==> config.mk <==
export PLATFORM = sky130hd
export DESIGN_NAME = sram_port_arbiter
export DESIGN_NICKNAME = d
export VERILOG_FILES = /design/src/rtl/sram_port_arbiter_pkg.sv /design/src/rtl/sram_port_arbiter_pick.sv /design/src/rtl/sram_port_arbiter.sv
export SDC_FILE = /design/constraint.sdc
export NUM_CORES = 1
export LEC_CHECK = 0
export BUFFER_PORTS_ARGS = -buffer_cell sky130_fd_sc_hd__buf_2
export CAP_MARGIN = 20
export CELL_PAD_IN_SITES_DETAIL_PLACEMENT = 1
export CELL_PAD_IN_SITES_GLOBAL_PLACEMENT = 1
export CORE_MARGIN = 4
export CORE_UTILIZATION = 25
export DETAILED_ROUTE_END_ITERATION = 10
export GPL_TIMING_DRIVEN = 0
export PLACE_DENSITY_LB_ADDON = 0.1
export SYNTH_ARGS = -nofsm -noshare
export SYNTH_HDL_FRONTEND = slang
export SYNTH_SLANG_ARGS = --single-unit
==> constraint.sdc <==
create_clock -name clk -period 6.04 [get_ports clk]
set_clock_uncertainty 0.2 [all_clocks]
set_input_delay 0.604 -clock clk [delete_from_list [all_inputs] [get_ports clk]]
set_output_delay 0.604 -clock clk [all_outputs]
set_load 0.02 [all_outputs]
==> src/rtl/sram_port_arbiter_pkg.sv <==
// Shared types and sizing for the SRAM port arbiter.
// Imported by the arbiter top and its grant picker.
package sram_port_arbiter_pkg;
  typedef enum logic [1:0] {
    S_IDLE,
    S_ISSUE,
    S_WAIT,
    S_RESP
  } state_t;

  typedef enum logic {
    OWN_IF,
    OWN_LS
  } owner_t;

  localparam int SRAM_LAT_MAX = 4;
  localparam int WAIT_W = $clog2(SRAM_LAT_MAX + 1);
  localparam int STARVE_W = 8;
endpackage

==> src/rtl/sram_port_arbiter_pick.sv <==
// Grant picker: LS priority with a starvation guard for IF.
// Holds the count of LS grants taken while IF was waiting.
module sram_arb_pick
  import sram_port_arbiter_pkg::*;
#(
  parameter int STARVE_MAX = 3
) (
  input  logic clk,
  input  logic reset,
  input  logic if_valid,
  input  logic ls_valid,
  input  logic idle,
  input  logic accept,
  output logic grant_if,
  output logic grant_ls
);
  localparam logic [STARVE_W-1:0] MAX =
    STARVE_W'(STARVE_MAX);

  logic [STARVE_W-1:0] starve_cnt;
  logic ls_win;

  always_comb begin
    ls_win   = ls_valid &&
               (!if_valid || starve_cnt < MAX);
    grant_ls = idle && ls_win;
    grant_if = idle && if_valid && !ls_win;
  end

  always_ff @(posedge clk or posedge reset) begin
    if (reset) begin
      starve_cnt <= '0;
    end else if (accept) begin
      if (grant_ls && if_valid)
        starve_cnt <= (starve_cnt < MAX) ?
                      starve_cnt + 1'b1 : MAX;
      else
        starve_cnt <= '0;
    end
  end
endmodule

==> src/rtl/sram_port_arbiter.sv <==
// Shares one SRAM port between fetch (IF) and load/store (LS).
// One transaction in flight: IDLE -> ISSUE -> WAIT -> RESP.
module sram_port_arbiter
  import sram_port_arbiter_pkg::*;
#(
  parameter int SRAM_LAT   = 1,
  parameter int STARVE_MAX = 3,
  parameter int ADDR_W     = 16
) (
  input  logic              clk,
  input  logic              reset,
  input  logic              if_req_valid,
  output logic              if_req_ready,
  input  logic [31:0]       if_req_addr,
  output logic              if_resp_valid,
  input  logic              if_resp_ready,
  output logic [31:0]       if_resp_rdata,
  input  logic              ls_req_valid,
  output logic              ls_req_ready,
  input  logic [31:0]       ls_req_addr,
  input  logic              ls_req_wen,
  input  logic [3:0]        ls_req_wstrb,
  input  logic [31:0]       ls_req_wdata,
  output logic              ls_resp_valid,
  input  logic              ls_resp_ready,
  output logic [31:0]       ls_resp_rdata,
  output logic              sram_en,
  output logic [3:0]        sram_we,
  output logic [ADDR_W-1:0] sram_addr,
  output logic [31:0]       sram_wdata,
  input  logic [31:0]       sram_rdata
);
  state_t state, state_nx;
  owner_t owner;

  logic [ADDR_W-1:0] addr_q;
  logic              wen_q;
  logic [3:0]        wstrb_q;
  logic [31:0]       wdata_q;
  logic [31:0]       rdata_q;
  logic [WAIT_W-1:0] wait_cnt;

  logic idle, grant_if, grant_ls;
  logic accept, resp_hs, last_wait;
  logic unused_addr;

  assign unused_addr = ^{if_req_addr[31:ADDR_W+2],
                         if_req_addr[1:0],
                         ls_req_addr[31:ADDR_W+2],
                         ls_req_addr[1:0]};

  // Reset gates ready so nothing is offered while held.
  assign idle = (state == S_IDLE) && !reset;

  sram_arb_pick #(
    .STARVE_MAX(STARVE_MAX)
  ) u_pick (
    .clk     (clk),
    .reset   (reset),
    .if_valid(if_req_valid),
    .ls_valid(ls_req_valid),
    .idle    (idle),
    .accept  (accept),
    .grant_if(grant_if),
    .grant_ls(grant_ls)
  );

  assign if_req_ready = grant_if;
  assign ls_req_ready = grant_ls;
  assign accept = (grant_if && if_req_valid) ||
                  (grant_ls && ls_req_valid);
  assign resp_hs = (state == S_RESP) &&
                   ((owner == OWN_IF) ? if_resp_ready
                                      : ls_resp_ready);
  assign last_wait = (state == S_WAIT) &&
                     (wait_cnt == WAIT_W'(1));

  always_ff @(posedge clk or posedge reset) begin
    if (reset) state <= S_IDLE;
    else       state <= state_nx;
  end

  always_comb begin
    state_nx      = state;
    sram_en       = 1'b0;
    sram_we       = '0;
    sram_addr     = '0;
    sram_wdata    = '0;
    if_resp_valid = 1'b0;
    ls_resp_valid = 1'b0;
    if_resp_rdata = '0;
    ls_resp_rdata = '0;
    unique case (state)
      S_IDLE: begin
        if (accept) state_nx = S_ISSUE;
      end
      S_ISSUE: begin
        sram_en    = 1'b1;
        sram_addr  = addr_q;
        sram_we    = wen_q ? wstrb_q : 4'b0000;
        sram_wdata = wen_q ? wdata_q : '0;
        state_nx   = S_WAIT;
      end
      S_WAIT: begin
        if (last_wait) state_nx = S_RESP;
      end
      S_RESP: begin
        if (owner == OWN_IF) begin
          if_resp_valid = 1'b1;
          if_resp_rdata = rdata_q;
        end else begin
          ls_resp_valid = 1'b1;
          ls_resp_rdata = rdata_q;
        end
        if (resp_hs) state_nx = S_IDLE;
      end
      default: state_nx = S_IDLE;
    endcase
  end

  always_ff @(posedge clk or posedge reset) begin
    if (reset) begin
      owner    <= OWN_LS;
      addr_q   <= '0;
      wen_q    <= 1'b0;
      wstrb_q  <= '0;
      wdata_q  <= '0;
      rdata_q  <= '0;
      wait_cnt <= '0;
    end else begin
      if (accept) begin
        owner   <= grant_ls ? OWN_LS : OWN_IF;
        addr_q  <= grant_ls ? ls_req_addr[ADDR_W+1:2]
                            : if_req_addr[ADDR_W+1:2];
        wen_q   <= grant_ls && ls_req_wen;
        wstrb_q <= grant_ls ? ls_req_wstrb : 4'b0000;
        wdata_q <= grant_ls ? ls_req_wdata : '0;
      end
      if (state == S_ISSUE)
        wait_cnt <= WAIT_W'(SRAM_LAT);
      else if (state == S_WAIT)
        wait_cnt <= wait_cnt - 1'b1;
      if (last_wait)
        rdata_q <= wen_q ? '0 : sram_rdata;
    end
  end
endmodule
==> results of run 1 <==
==> power groups by stage <==
stage | clock (mW) | combinational (mW) | sequential, mW
after floorplan | 0 | 1.03 | 1.07
after global placement | 0 | 1.48 | 1.12
after detailed placement | 0 | 1.54 | 1.15
after CTS | 0.610 | 1.55 | 1.13
after global routing | 0.637 | 1.70 | 1.18
final | 0.588 | 1.52 | 1.13
==> kinds of logic (layout without fill, tap and decap cells) <==
| kind of cell | after synthesis | count (layout) |
|---|---|---|
| simple gates | 249 | 249 |
| compound gates | 143 | 143 |
| flops | 99 | 99 |
| mux | 18 | 18 |
| buf+inv | 59 | 302 |
| fa+ha+maj | 8 | 8 |
==> area by class of cell <==
| type | count | area [um2] | area share (%) |
|---|---|---|---|
| plain buffers | 53 | 230 | 3.22 |
| clock buffers | 10 | 239 | 3.35 |
| clock inverters | 6 | 55.1 | 0.771 |
| inverters | 6 | 25.0 | 0.350 |
| multi-input cells | 418 | 2610 | 36.6 |
| flip-flops and latches | 99 | 2480 | 34.7 |
| well taps | 275 | 344 | 4.82 |
| repair buffers | 227 | 1160 | 16.2 |
==> state kept, by name (all words and copies together) (netlist names) <==
name,flops
addr_q,16
owner,1
rdata_q,32
state,2
u_pick.starve_cnt,8
wait_cnt,3
wdata_q,32
wen_q,1
wstrb_q,4
==> routing by layer <==
| layer | wire length (um) | part of all wire, % | track usage, % |
|---|---|---|---|
| met4 | 283 | 1.4 | 4.88 |
| met2 | 10400 | 50 | 30.2 |
| met5 | 20 | 0.096 | 0 |
| met1 | 9050 | 43 | 22.0 |
| met3 | 1080 | 5.2 | 3.30 |
==> cells in the final DEF, fill, tap and decap left out, drive strengths merged, types with 2 or more instances in the layout <==
cell type,instances
clkbuf,53
and2,56
nor2b,25
and3,68
mux2i,17
nand2,38
inv,10
dfrtp,98
nand2b,32
a31oi,23
nand3,18
nor2,8
a22o,14
ha,8
clkinv,2
o21ai,75
a22oi,25
buf,237
==> cells in the mapped netlist <==
cell       n
ha_1       8
buf_6      2
buf_1      1
and2_4     1
a22o_1    14
a221o_1    1
mux2i_1   17
dfrtp_1   98
and3b_1    1
buf_4      3
inv_1      6
nor3b_4    1
a21boi_0   1
nand2_2    1
a31oi_1   23
clkbuf_1  43
o21ai_4    1
o21a_1     1
a21oi_1    1
and3_1    68
nand2_1   37
nor2_1     8
a32o_1     1
and2_1    55
a22oi_1   25
dfstp_2    1
or3_1      1
o22ai_1    1
nand3_1   18
o21ai_1    1
mux2_2     1
nor2b_1   25
o21ai_0   73
or4_4      1
buf_2      4
nand2b_1  32
==> final timing paths <==
kind / end / slack, ps / cells past startpoint
max: if_req_ready / 2610 / 8
min: wdata_q[2]$_DFFE_PP0P_ / 160 / 2
max reg2reg: wdata_q[13]$_DFFE_PP0P_ / 3310 / 8
min reg2reg: u_pick.starve_cnt[2]$_DFFE_PP0P_ / 280 / 1
max in group asynchronous: owner$_DFFE_PP1P_ / 4740 / 3
min in group clk: addr_q[1]$_DFFE_PP0P_ / 270 / 3
==> results.toml, run 1 <==
[run_status]
status = "complete, no violations"

[sta]
fin_ws_ps = 2610
setup_viol = 0
fmax_mhz = 291
hold_viol = 0
slew_viol_final = 0
holdWs_ps = 155
rsz0062_at_grt = "no"
fin_crit_sh_pct = 56.9
tns_ps = 0
tightest_slew_ps = 647
fin_crit_ps = 3430
relSlewSlack_pct = 56.5

[floorplan]
boundaryPins = 260
row_count = 53
core_mm2 = 0.0210
start_util_pct = 25.4
design.die.area_mm2 = 0.0238
dieHeight_um = 154
die_w_um = 154

[cts]
cts_tree = "yes"
clkLatencyLatePin_ps = 360
ctsResizeCount = 0
clkSinkCount = 99
clockBufferDepth = 2
numCtsBuffers = 9
cts_hold_buf = 0
postCtsSetupBuffers = 0
cts.clk_slew.worst_paths_ps = 80
cts_root_buffer = "clkbuf_16"
htreeDepth = 3

[critical_path]
startpoint_type = "register"
slowest_stage = "dfrtp_1"
crit_start = "state[0]$_DFFE_PP0P_"
rr_startpoint = "state[0]$_DFFE_PP0P_"
crit_top_cell = "buf_2"
crit_path_max_incr_delay_ps = 410
critPathCaptureType = "output port"
cp_top_family = "buffers and inverters"
cp_max_fo = 10
crit_chain = "inv_1 -> ha_1 -> nor2b_1 -> buf_2 -> nand2_2 -> buf_2 -> a21oi_1 -> buf_2"
crit_required_ps = 5240
arrival_ps = 2630
critical_path_class = "reg2out"
crit_buf_inv = 4

[grt]
grt_max_degree = 58
gr-total-overflow = 0
grt_use_total_pct = 17.3
grt_pass1_wl_mm = 33.2
grt_pass1_vias = 5886
antenna_found_initial = 1

[synth]
postSynthAreaPerCell_um2 = 9.28
synthMuxAreaShare_pct = 3.39
synth-simple-area-share_pct = 27.0
synth_top_family_by_area = "simple AND/OR/NAND/NOR gates"
synth-seq-cells = 99
synthXorXnorAreaFrac_pct = 0
synth_fa_ha_area_share_pct = 1.87
synthDistinctLibCells = 36
yosysTopAreaCellShare_pct = 45.9
yosysTopAreaCell = "dfrtp_1"
ys_seq_area_share_pct = 46.4
synth_nets = 723
yosys-top-cells-area = "dfrtp_1 (46%), and3_1 (8.0%), o21ai_0 (6.8%)"
synth_compound_area_share_pct = 16.6
syn_inst = 576
synth_warnings = 0
syn_area_mm2 = 0.00535

[route]
dr.pass1.iters = 4
routed_via_density = 4.84
drt_iter0_markers = 237
drc = 0
wirelength_mm = 20.9
antenna_left = 0
wire_per_inst_um = 19.1
vias = 5294

[placed_design]
place_ws_ps = 2790
dp_hpwl_mm = 15.8
place_area_mm2 = 0.00685
place.gp.congestion = 0.754
dp_cells = 1078
numPortBuffers = 226

[flow_run]
cap_violations = 0

[pwr]
p_leak_nw = 3.87
p_sw_mw = 1.41
p_total_mw = 3.24
peakVddDrop_mv = 0.182
clkPwrFrac_pct = 18.2
p_comb_share_pct = 46.9
swShare_pct = 43.5
share_seq_of_total_power_pct = 35.0
p_int_mw = 1.83
cellPowerDensity_mw_per_mm2 = 454

[finish]
final_util_pct = 34.0
fill_cells = 2516
area_growth_pct = 33.7
drive_gt1_share_pct = 31.7
n_antenna_cell = 0
fin_cells = 1094
fin_area_mm2 = 0.00714
nNetsFinal = 961

[min_path]
hold_path_class = "in2async"
Note: power is estimated with default switching activity, not from simulation.
==> run 2: changes to the inputs <==
- clock period: 6.04 -> 3.2 ns (I/O delays scaled with it)
==> run 2 against run 1 <==
Worst setup slack got worse by 2400 ps. Register-to-register slack got worse by 2800 ps. Die area unchanged. Sequential cell count unchanged. Count of clock-buffer cells in the layout unchanged. Clock power increased by 94%. Utilization increased by 0.83 points. Via count increased by 0.38%. Highest routed layer is now met4. Final area increased by 2.5%. Combinational power increased by 89%. Hold slack got worse by 140 ps. Critical path depth unchanged.
==> results.toml, run 2 (synthesized netlist as in run 1, its figures left out) <==
[cts]
htreeDepth = 3
cts.clk_slew.worst_paths_ps = 70
clockBufferDepth = 2
clkSinkCount = 99
clkLatencyLatePin_ps = 340
cts_root_buffer = "clkbuf_16"
cts_tree = "yes"
numCtsBuffers = 9
postCtsSetupBuffers = 0

[finish]
final_common_cell = "buf_2"
final_util_pct = 34.8
regArea_mm2 = 0.00248
nNetsFinal = 977
reg_top3 = "rdata_q x32, wdata_q x32, addr_q x16"
area_growth_pct = 36.9
multi_input_area_mm2 = 0.00262
final_cell_mix = "buf_2 (230), dfrtp_1 (98), o21ai_0 (73), and3_1 (68), and2_1 (55)"
drive_gt1_share_pct = 31.6
fill_cells = 2507
n_antenna_cell = 0

[pwr]
p_comb_share_pct = 46.9
clkPwrFrac_pct = 18.5
p_total_mw = 6.15
p_leak_nw = 3.93
p_sw_mw = 2.61
share_seq_of_total_power_pct = 34.6
p_int_mw = 3.54
cellPowerDensity_mw_per_mm2 = 840
peakVddDrop_mv = 0.247
swShare_pct = 42.5

[critical_path]
slowest_stage = "dfrtp_1"
rr_startpoint = "state[0]$_DFFE_PP0P_"
arrival_ps = 2520
crit_required_ps = 2680
cp_top_family = "buffers and inverters"
critPathCaptureType = "output port"
crit_start = "state[0]$_DFFE_PP0P_"
cp_max_fo = 10
startpoint_type = "register"
crit_cells = 8
crit_buf_inv = 4
cp-endpoint = "if_req_ready"
reg2regPathDepth = 8
r2r-end = "wdata_q[1]$_DFFE_PP0P_"
crit_path_max_incr_delay_ps = 410
r2r_slack_ps = 540
critical_path_class = "reg2out"
crit_top_cell = "buf_2"
crit_chain = "inv_1 -> ha_2 -> nor2b_1 -> buf_2 -> nand2_2 -> buf_2 -> a21oi_2 -> buf_2"

[placed_design]
dp_hpwl_mm = 15.8
place.gp.congestion = 0.764
numPortBuffers = 226

[floorplan]
core_mm2 = 0.0210
boundaryPins = 260
start_util_pct = 25.4
design.die.area_mm2 = 0.0238
dieHeight_um = 154
row_count = 53
die_w_um = 154

[grt]
grt_pass1_vias = 6004
grt-busiest-layer = "met2"
grt_max_degree = 35
use_met3_pct = 3.67
antenna_found_initial = 0
grt_use_met1_pct = 21.9
gr-total-overflow = 0
grt_pass1_wl_mm = 32.9
grt_util_met2_pct = 29.5
grt_use_total_pct = 17.2

[sta]
setup_viol = 0
fin_crit_sh_pct = 95.0
hold_viol = 0
relSlewSlack_pct = 42.5
fin_crit_ps = 3040
fmax_mhz = 329
rsz0062_at_grt = "no"
tightest_slew_ps = 857
slew_viol_final = 0

[route]
wire_per_inst_um = 18.7
routed_via_density = 4.79
antenna_left = 0
drt_iter0_markers = 216
vias = 5314
wirelength_mm = 20.8
dr.pass1.iters = 4
drc = 0

[flow_run]
cap_violations = 0

[min_path]
hold_path_class = "in2reg"
min_from = "ls_req_addr[13]"

[run_status]
status = "complete, no violations"
[run 2: changes by cell type in the layout (fill, tap and decap cells not counted), sizes merged]
cell	delta
buf	+1
bufinv	+1
clkinv	+2
clkinvlp	+3
dlygate4sd3	+14
inv	-5
[run 2: final cells by class]
type | count | share of cell area, %
plain buffers | 53 | 3.15
repair inverters | 1 | 0.0684
multi-input cells | 418 | 35.8
repair buffers | 242 | 17.9
flip-flops and latches | 99 | 33.9
clock inverters | 6 | 0.889
clock buffers | 10 | 3.26
inverters | 6 | 0.359
well taps | 275 | 4.70
[run 2: metrics by stage]
| stage | instance area (um2) | setup WS, ps | TNS [ps] | hold WS, ps | std cells |
|---|---|---|---|---|---|
| after floorplan | 5350 | 316 | 0 | 244 | 576 |
| after global placement | 6820 | -1090 | -23070 | 263 | 1077 |
| after detailed placement | 6860 | 307 | 0 | 265 | 1079 |
| after CTS | 7310 | 84.3 | 0 | 0.396 | 1109 |
| after global routing | 7320 | 39.7 | 0 | 4.05 | 1110 |
| final | 7320 | 161 | 0 | 12.1 | 1110 |
[run 2: per-layer routing]
layer,share of wire [%],wire (um)
met1,44,9220
met2,49,10200
met5,0,0
met4,1.8,379
met3,4.8,1000
[run 2: power groups by stage]
stage | logic [mW] | registers (mW) | clock network, mW
3_3_place_gp | 2.80 | 2.12 | 0
3_5_place_dp | 2.91 | 2.15 | 0
2_1_floorplan | 1.95 | 2.02 | 0
5_1_grt | 3.24 | 2.20 | 1.23
6_report | 2.88 | 2.13 | 1.14
4_1_cts | 2.94 | 2.13 | 1.19
[run 2: worst register-to-register path, cell delays in order, from the launching register on]
cell and delay (ps):
dfrtp_1 410, inv_1 150, ha_2 290, and3b_1 180, clkbuf_1 410, nor3b_4 460, buf_4 270, a22oi_1 80
o21ai_0 120
[run 2: how the worst min path moves through the flow]
stage / endpoint / slack (ps) / cells past startpoint
finish: addr_q[11]$_DFFE_PP0P_ / 10 / 3
global placement: u_pick.starve_cnt[4]$_DFFE_PP0P_ / 260 / 1
detailed placement: u_pick.starve_cnt[3]$_DFFE_PP0P_ / 260 / 1
global route: addr_q[11]$_DFFE_PP0P_ / 4 / 3
floorplan: u_pick.starve_cnt[4]$_DFFE_PP0P_ / 240 / 1
CTS: addr_q[11]$_DFFE_PP0P_ / 0.4 / 3
[run 2: repair_timing]
| action | CTS | global route |
|---|---|---|
| pin swaps | 0 | 0 |
| hold buffers | 14 | 0 |
| setup endpoints to repair | 1 | 21 |
| endpoints found under the hold margin | 46 | 0 |
| gates resized for setup | 1 | 1 |
| gates cloned | 0 | 1 |
